==> config.mk <==
export PLATFORM = sky130hd
export DESIGN_NAME = imem_loader_flat
export DESIGN_NICKNAME = d
export VERILOG_FILES = /design/src/rtl/mips_pkg.sv /design/src/rtl/imem_loader_if.sv /design/src/rtl/loader_word_assembler.sv /design/src/rtl/imem_loader.sv /design/src/flat_wrapper.sv
export SDC_FILE = /design/constraint.sdc
export NUM_CORES = 1
export LEC_CHECK = 0
export ABC_CLOCK_PERIOD_IN_PS = 3900
export CAP_MARGIN = 10
export CORE_ASPECT_RATIO = 2
export CORE_MARGIN = 2
export CORE_UTILIZATION = 25
export CTS_CLUSTER_DIAMETER = 80
export DETAILED_ROUTE_END_ITERATION = 6
export MAX_ROUTING_LAYER = met4
export PLACE_DENSITY_LB_ADDON = 0.1
export SYNTH_ARGS = -nofsm -noshare
export SYNTH_HDL_FRONTEND = slang
export SYNTH_HIERARCHICAL = 1
export SYNTH_SLANG_ARGS = --single-unit
==> constraint.sdc <==
create_clock -name clk -period 3.9 [get_ports clk]
set_clock_uncertainty 0.15 [all_clocks]
set_input_delay 0.39 -clock clk [delete_from_list [all_inputs] [get_ports clk]]
set_output_delay 0.39 -clock clk [all_outputs]
set_load 0.02 [all_outputs]
==> src/rtl/mips_pkg.sv <==
// Shared constants and loader state encoding for the MIPS boot-time
// instruction-memory loader.
package mips_pkg;

  localparam int INSTR_WIDTH    = 32;
  localparam int BYTES_PER_WORD = 4;
  localparam int LEN_WIDTH      = 16;
  localparam int BYTE_WIDTH     = 8;

  typedef logic [2:0] loader_state_t;

  localparam loader_state_t ST_IDLE   = 3'd0;
  localparam loader_state_t ST_LEN_HI = 3'd1;
  localparam loader_state_t ST_LEN_LO = 3'd2;
  localparam loader_state_t ST_DATA   = 3'd3;
  localparam loader_state_t ST_CSUM   = 3'd4;
  localparam loader_state_t ST_DONE   = 3'd5;
  localparam loader_state_t ST_ERROR  = 3'd6;

  // States in which a frame byte may be consumed.
  function automatic logic is_loading(input loader_state_t s);
    return (s == ST_LEN_HI) || (s == ST_LEN_LO) ||
           (s == ST_DATA)   || (s == ST_CSUM);
  endfunction

  // States from which a start request begins a new load.
  function automatic logic is_restartable(input loader_state_t s);
    return (s == ST_IDLE) || (s == ST_DONE) || (s == ST_ERROR);
  endfunction

endpackage

==> src/rtl/imem_loader_if.sv <==
// Byte-stream input and instruction-memory write port of the loader.
// The master modport is the loader's view; the slave modport is its peer.
interface imem_loader_if #(
  parameter int ADDR_WIDTH = 8
);

  logic                  in_valid;
  logic [7:0]            in_data;
  logic                  in_ready;
  logic                  imem_we;
  logic [ADDR_WIDTH-1:0] imem_addr;
  logic [31:0]           imem_wdata;

  modport master (
    input  in_valid,
    input  in_data,
    output in_ready,
    output imem_we,
    output imem_addr,
    output imem_wdata
  );

  modport slave (
    output in_valid,
    output in_data,
    input  in_ready,
    input  imem_we,
    input  imem_addr,
    input  imem_wdata
  );

endinterface

==> src/rtl/loader_word_assembler.sv <==
// Collects big-endian stream bytes into instruction words; word_valid
// flags the cycle whose byte completes a word, with the full word on word.
module loader_word_assembler
  import mips_pkg::*;
(
  input  logic                   clk,
  input  logic                   reset,
  input  logic                   clear,
  input  logic                   byte_valid,
  input  logic [BYTE_WIDTH-1:0]  byte_data,
  output logic                   word_valid,
  output logic [INSTR_WIDTH-1:0] word
);

  localparam int CNT_WIDTH = $clog2(BYTES_PER_WORD);
  localparam int SH_WIDTH  = INSTR_WIDTH - BYTE_WIDTH;
  localparam logic [CNT_WIDTH-1:0] LAST_BYTE = CNT_WIDTH'(BYTES_PER_WORD - 1);

  logic [CNT_WIDTH-1:0] byte_cnt;
  logic [SH_WIDTH-1:0]  shreg;

  // The first byte of a word is its most significant, so earlier bytes
  // shift up as later ones arrive.
  always_ff @(posedge clk) begin
    if (reset || clear) begin
      byte_cnt <= '0;
      shreg    <= '0;
    end else if (byte_valid) begin
      byte_cnt <= byte_cnt + 1'b1;
      shreg    <= {shreg[SH_WIDTH-BYTE_WIDTH-1:0], byte_data};
    end
  end

  assign word_valid = byte_valid && (byte_cnt == LAST_BYTE);
  assign word       = {shreg, byte_data};

endmodule

==> src/rtl/imem_loader.sv <==
// Boot loader: parses a length/data/checksum byte frame, writes words to
// instruction memory and releases the CPU from reset on a good checksum.
module imem_loader
  import mips_pkg::*;
#(
  parameter int ADDR_WIDTH = 8
) (
  input  logic                  clk,
  input  logic                  reset,
  input  logic                  start,
  imem_loader_if.master         bus,
  output logic                  cpu_reset,
  output logic                  busy,
  output logic                  done,
  output logic                  error,
  output logic [ADDR_WIDTH:0]   words_loaded
);

  localparam logic [LEN_WIDTH:0] MAX_WORDS = (LEN_WIDTH + 1)'(1) << ADDR_WIDTH;

  loader_state_t          state;
  logic [LEN_WIDTH-1:0]   len_q;
  logic [BYTE_WIDTH-1:0]  acc;
  logic                   xfer;
  logic                   start_ok;
  logic                   word_valid;
  logic [INSTR_WIDTH-1:0] word;
  logic [LEN_WIDTH-1:0]   len_n;
  logic [ADDR_WIDTH:0]    words_next;
  logic                   last_word;
  logic                   oversize;

  assign xfer       = bus.in_valid & bus.in_ready;
  assign start_ok   = start & is_restartable(state);
  assign len_n      = {len_q[LEN_WIDTH-1 -: BYTE_WIDTH], bus.in_data};
  assign oversize   = {1'b0, len_n} > MAX_WORDS;
  assign words_next = words_loaded + 1'b1;
  assign last_word  = ((LEN_WIDTH + 1)'(words_next) == {1'b0, len_q});

  loader_word_assembler u_asm (
    .clk        (clk),
    .reset      (reset),
    .clear      (start_ok),
    .byte_valid (xfer && (state == ST_DATA)),
    .byte_data  (bus.in_data),
    .word_valid (word_valid),
    .word       (word)
  );

  // Frame sequencing. The length compare is done on the incoming low byte
  // so an oversize frame is rejected without entering DATA.
  always_ff @(posedge clk) begin
    if (reset) begin
      state <= ST_IDLE;
      len_q <= '0;
    end else begin
      case (state)
        ST_IDLE, ST_DONE, ST_ERROR: begin
          if (start) begin
            state <= ST_LEN_HI;
            len_q <= '0;
          end
        end
        ST_LEN_HI: begin
          if (xfer) begin
            len_q[LEN_WIDTH-1 -: BYTE_WIDTH] <= bus.in_data;
            state <= ST_LEN_LO;
          end
        end
        ST_LEN_LO: begin
          if (xfer) begin
            len_q <= len_n;
            if (oversize)
              state <= ST_ERROR;
            else if (len_n == '0)
              state <= ST_CSUM;
            else
              state <= ST_DATA;
          end
        end
        ST_DATA: begin
          if (word_valid && last_word)
            state <= ST_CSUM;
        end
        ST_CSUM: begin
          if (xfer)
            state <= (bus.in_data == acc) ? ST_DONE : ST_ERROR;
        end
        default: state <= ST_IDLE;
      endcase
    end
  end

  // Running XOR over every frame byte ahead of the checksum byte.
  always_ff @(posedge clk) begin
    if (reset || start_ok)
      acc <= '0;
    else if (xfer && (state != ST_CSUM))
      acc <= acc ^ bus.in_data;
  end

  // Memory write port: the strobe is a single registered pulse following
  // the byte that completes a word, so a reset clears any pending write.
  always_ff @(posedge clk) begin
    if (reset) begin
      bus.imem_we    <= 1'b0;
      bus.imem_addr  <= '0;
      bus.imem_wdata <= '0;
      words_loaded   <= '0;
    end else begin
      bus.imem_we <= 1'b0;
      if (start_ok) begin
        words_loaded <= '0;
      end else if ((state == ST_DATA) && word_valid) begin
        bus.imem_we    <= 1'b1;
        bus.imem_addr  <= words_loaded[ADDR_WIDTH-1:0];
        bus.imem_wdata <= word;
        words_loaded   <= words_next;
      end
    end
  end

  assign bus.in_ready = is_loading(state);
  assign busy         = is_loading(state);
  assign cpu_reset    = (state != ST_DONE);
  assign done         = (state == ST_DONE);
  assign error        = (state == ST_ERROR);

endmodule

==> src/flat_wrapper.sv <==
// flat-port wrapper written by rule: the top's interface ports become plain ports
module imem_loader_flat import mips_pkg::*;
#(
  parameter int ADDR_WIDTH = 8
)
  (clk, reset, start, cpu_reset, busy, done, error, words_loaded, bus_in_valid, bus_in_data, bus_in_ready, bus_imem_we, bus_imem_addr, bus_imem_wdata);
  imem_loader_if #(.ADDR_WIDTH(ADDR_WIDTH)) bus_i ();
  input  logic clk;
  input  logic reset;
  input  logic start;
  output logic cpu_reset;
  output logic busy;
  output logic done;
  output logic error;
  output logic [ADDR_WIDTH:0] words_loaded;
  input wire logic [$bits(bus_i.in_valid)-1:0] bus_in_valid;
  input wire logic [$bits(bus_i.in_data)-1:0] bus_in_data;
  output wire logic [$bits(bus_i.in_ready)-1:0] bus_in_ready;
  output wire logic [$bits(bus_i.imem_we)-1:0] bus_imem_we;
  output wire logic [$bits(bus_i.imem_addr)-1:0] bus_imem_addr;
  output wire logic [$bits(bus_i.imem_wdata)-1:0] bus_imem_wdata;
  assign bus_i.in_valid = bus_in_valid;
  assign bus_i.in_data = bus_in_data;
  assign bus_in_ready = bus_i.in_ready;
  assign bus_imem_we = bus_i.imem_we;
  assign bus_imem_addr = bus_i.imem_addr;
  assign bus_imem_wdata = bus_i.imem_wdata;
  imem_loader #(.ADDR_WIDTH(ADDR_WIDTH)) u_core (.clk(clk), .reset(reset), .start(start), .bus(bus_i), .cpu_reset(cpu_reset), .busy(busy), .done(done), .error(error), .words_loaded(words_loaded));
endmodule
==> results.tsv <==
stage	metric	value	unit
status	status	finished clean	
sta	unrepaired setup endpoints after global routing	false	
worst_setup_path	crit path DAT	2.13	ns
power	Max IR drop VDD	0.245	mV
synth	Post-Syn Area	0.00454	mm²
synth	synth warn	6	
worst_setup_path	CP startpoint kind	flop	
flow_run	max cap viols	0	
route	DR iter-0 viols	153	
finish	Nets	578	
placement	post-DP HPWL	9200	µm
route	DR vias	3570	
sta	fmax	0.375	GHz
sta	crit path time final	2.67	ns
floorplan	Die ar.	0.0193	mm²
synth	Async SR Flop Fraction	0	
grt	antenna violations before repair	0	
route	DRT antenna net count	0	
clocking	CTS Sinks	103	
sta	Slew @ Worst Pin	0.964	ns
sta	setup_tns	0	ns
synth	sequential area share after synthesis	0.454	
placement	PortBufs	66	
route	number of remaining DRC errors	0	
grt	first-pass GRT wire length	20100	µm
clocking	Worst-Skew Late Latency	0.35	ns
floorplan	I/O pin count	67	
sta	Slew Limit Headroom	0.357	
finish	Diodes inserted	0	
synth	list of most frequent post-synthesis cells	103 x dfxtp_1, 103 x nand2_1, 70 x nor2_1, 47 x a21oi_1, 42 x mux2i_1	
placement	gpl congestion	0.791	
worst_setup_path	Req. time, crit path	3.36	ns
power	leakage power	1.89	nW
clocking	Post-CTS Setup Inserts	0	
synth	synth top area cells	dfxtp_1 45%, mux2i_1 9.3%, nand2_1 8.5%, nor2_1 5.8%, a21oi_1 5.2%	
synth	post-synth cell types	45	
clocking	CTS root buf	clkbuf_16	
synth	number of flops mapped to enable cells by yosys	0	
synth	Synth top area share	0.454	
worst_setup_path	CP Max Fanout	12	
finish	layout cells sized above 1	0.0598	
clocking	Num CTS Buffers	9	
sta	Setup Viol. Count Final	0	
min_path	hold path depth	2	
worst_setup_path	Setup Crit Path Kind	flop to output port	
clocking	H-tree levels	3	
sta	final hold viol count	0	
power	PwrDens	488	mW/mm²
finish	Area Overhead vs Synth	21.4	%
floorplan	core area	0.0178	mm²
route	DRT Pass-1 Iters	6	
clocking	Max clock buf depth	2	
route	WL final	12600	µm
placement	Cells after DPL	766	
clocking	post-cts gate resize count	0	
clocking	TritonCTS clock tree	done	
synth	Yosys reg bits	103	
min_path	Hold Path Class	flop to flop	
sta	final slew viol count	0	
route	vias per std cell	4.57	
clocking	CTS clk-pin slew, worst paths	0.08	ns
floorplan	die width	99.3	µm
synth	Mean Syn Cell Area	8.72	µm²
grt	Tot GR Track Use	0.138	
synth	prevailing post-synth register cell	dfxtp_1	
synth	area leader, netlist	dfxtp_1	
grt	largest net degree at the start of global routing	40	
grt	grt ovf	0	
worst_setup_path	R2R depth	8	
clocking	Post-CTS Hold Fix Bufs	0	
floorplan	Initial Util	0.256	
route	average routed wire per standard cell	16.1	µm
synth	gate count of the mapped netlist	521	
finish	Finished Layout Cells	782	
floorplan	Die H	195	µm
sta	period utilisation layout	0.683	
floorplan	FP Rows	69	
grt	vias in the first global route	3668	
synth	Synthesized Nets	535	
worst_setup_path	Setup crit end kind	output port	
-- registers in the layout, indices dropped and copies added, names as in the netlist --
signal / count
u_core/u_asm/shreg: 24
u_core/u_asm/byte_cnt: 2
u_core/words_loaded: 9
u_core/len_q: 16
u_core/state: 3
u_core/bus.imem_we: 1
u_core/acc: 8
u_core/bus.imem_addr: 8
u_core/bus.imem_wdata: 32
-- worst max-delay path, cell delays in order, from the launching register on --
cell	delay [ns]
dfxtp_1	0.62
nand2b_2	0.18
or2_2	0.32
inv_1	0.06
clkdlybuf4s50_1	0.59
-- through the flow --
stage               instance area, µm²  utilization  setup WS [ns]  total power, mW  hold slack [ns]
global route                      5520        0.310           1.16             2.84            0.321
detailed placement                5230        0.294           1.43             1.82            0.299
CTS                               5520        0.310           1.24             2.74            0.310
finish                            5520        0.310           1.23             2.69            0.305
global placement                  5230        0.294           1.43             1.82            0.298
floorplan                         4540            -           1.64             1.71            0.281
-- final timing paths --
kind	from	endpoint	slack (ns)
setup / recovery	u_core/state[0]	done	1.23
hold / removal	u_core/bus.imem_wdata[4]	u_core/bus.imem_wdata[4]	0.31
setup reg to reg	u_core/state[0]	u_core/words_loaded[8]	1.43
hold reg to reg	u_core/bus.imem_wdata[4]	u_core/bus.imem_wdata[4]	0.31
-- where the power goes --
| part | total (mW) | leakage [nW] | switching, mW | internal (mW) |
|---|---|---|---|---|
| Sequential | 1.17 | 0.831 | 0.0699 | 1.10 |
| Clock | 0.898 | 0.145 | 0.448 | 0.450 |
| Combinational | 0.626 | 0.913 | 0.367 | 0.259 |
| Total | 2.69 | 1.89 | 0.885 | 1.81 |
-- cell type report --
| class | count | area, µm² |
|---|---|---|
| fill | 1912 | 12300 |
| multi-input combinational | 376 | 2190 |
| sequential | 103 | 2060 |
| timing repair buffer | 72 | 701 |
| tap | 213 | 267 |
| clock buffer | 9 | 225 |
| clock inverter | 7 | 62.6 |
| inverter | 2 | 7.51 |
-- cell families after synthesis --
| family | count (synthesis) | synth area share |
|---|---|---|
| multiplexers | 42 | 0.0925 |
| adder cells (fa/ha/maj) | 3 | 0.00771 |
| XOR/XNOR | 38 | 0.0732 |
| AND/OR/NAND/NOR | 226 | 0.217 |
| flip-flops | 103 | 0.454 |
| buffers and inverters | 42 | 0.0633 |
| AO/OA/AOI/OAI | 67 | 0.0925 |
-- cell usage in the layout (no fill, tap or decap), types with 3 or more instances in the layout --
master           instances
xor2_1                  19
a21oi_1                 47
nand4_1                  5
nand3_1                  4
inv_6                    3
xnor2_1                 19
mux2i_1                 42
and3_1                   4
nand2_1                103
buf_4                    6
nor2_1                  70
nor4_1                   3
nand2b_1                 4
nor3_1                   4
and2_1                  19
clkbuf_16                9
o21ai_0                  5
clkdlybuf4s50_1         65
dfxtp_1                103
-- metal layers --
metal / track usage / wire (µm) / up-vias
li1: - / - / 1790
met1: 0.144 / 4990 / 1705
met2: 0.253 / 7000 / 58
met3: 0.0180 / 263 / 17
met4: 0.0583 / 314 / 0
met5: - / 0 / -
Note: power is estimated with default switching activity, not from simulation.
==> patch, RTL diff (config.mk and constraints unchanged) <==
Reset style: asynchronous (`reset`), changed in 2 clocked blocks.
--- a/src/rtl/imem_loader.sv
+++ b/src/rtl/imem_loader.sv
@@ -49,7 +49,7 @@
 
   // Frame sequencing. The length compare is done on the incoming low byte
   // so an oversize frame is rejected without entering DATA.
-  always_ff @(posedge clk) begin
+  always_ff @(posedge clk or posedge reset) begin
     if (reset) begin
       state <= ST_IDLE;
       len_q <= '0;
@@ -101,7 +101,7 @@
 
   // Memory write port: the strobe is a single registered pulse following
   // the byte that completes a word, so a reset clears any pending write.
-  always_ff @(posedge clk) begin
+  always_ff @(posedge clk or posedge reset) begin
     if (reset) begin
       bus.imem_we    <= 1'b0;
       bus.imem_addr  <= '0;
Check against the original RTL: differs if reset is asserted again (counterexample within 4 cycles, from zero or initial values and one cycle with reset high); with reset held inactive, the same outputs for 10 cycles.
==> patch against the unedited design <==
  * Setup slack worse by 0.23 ns
  * Synthesized area is 3.5% higher
  * Critical path depth is 4 higher
  * Sequential power is 13% higher
  * Clock power is 3.2% higher
  * Final area is 4.3% higher
  * Total power is 14% higher
  * Count of clock-buffer cells in the layout is 1 higher
  * Die area is 3.4% higher
  * Via count is 0.17% higher
  * Routed wire length is 3.0% higher
  * Cell count is 1.7% higher
  * Global-route usage hardly changed
  * Sequential cell count stayed put
  * Largest power group unchanged
==> patch: results (changes against the unedited design) <==
[run_status]
status=finished, final reports clean

[placed_design]
place_area_mm2=0.00545  ; +4.1%
placed_cells=779  ; +1.7%
dpl_worst_slack_ns=0.948  ; -0.484 ns
place_congestion=0.850  ; +7.5%

[timing]
worst_slew_pin_slew_ns=1.07  ; +0.109 ns

[routing]
vias=3576  ; +0.17%
dr.pass1.iters=4  ; -2
drt-initial-drc-count=90  ; -41%
vias_per_cell=4.50  ; -1.5%
wl_met1_mm=5.19  ; +4.0%
wl_met2_mm=7.02  ; +0.26%

[grt]
first_global_vias=3633  ; -0.95%
met2_usage=0.242  ; -0.0113
met3_usage=0.0198  ; +0.00179
grtUsageTotal=0.138  ; +0.000231
grt_max_degree=54  ; +35%

[logic_synthesis]
synth_compound_area_frac=0.0761  ; -0.0164
synth.mux.area_fraction=0.0623  ; -0.0302
ys_top_cells_by_area=dfrtp_1 (37%), dfxtp_1 (14%), nand2_1 (14%)
synth-xor-area-share=0.0559  ; -0.0174
syn_nets=540  ; +0.93%

[finish]
nNetsFinal=585  ; +1.2%

[setup_path]
crit_family=simple AND/OR/NAND/NOR gates
critPathMaxFanout=11  ; -1
crit_slowest_cell=dfrtp_1
critPathMaxStageDelay_ns=0.55  ; -0.07 ns
cp.arrival_ns=2.98  ; +0.85 ns

[power]
p_leak_nw=2.49  ; +32%
p_clk_frac=0.302  ; -0.031

patch: changes by cell type after synthesis, moves of 25 or more:
cell / delta
nand2_1: +72
dfrtp_1: +69
nor2_1: -25
dfxtp_1: -69
o21ai_0: +28
a21oi_1: -39
patch: cell type report:
cell class	count	area, um2
repair buffers	72	706
fillers	1998	12900
clock inverters	6	58.8
well taps	219	274
clock buffers	10	250
flip-flops and latches	103	2410
multi-input cells	380	2040
inverters	5	18.8
patch: final timing paths:
check,startpoint,to,depth (start not counted)
hold reg to reg,u_core/u_asm/shreg[18],u_core/bus.imem_wdata[26],2
max in group asynchronous,reset,u_core/bus.imem_addr[2],3
setup / recovery,u_core/state[1],u_core/state[1],8
min in group asynchronous,reset,u_core/state[1],2
setup reg to reg,u_core/state[1],u_core/state[1],8
hold / removal,u_core/u_asm/shreg[18],u_core/bus.imem_wdata[26],2
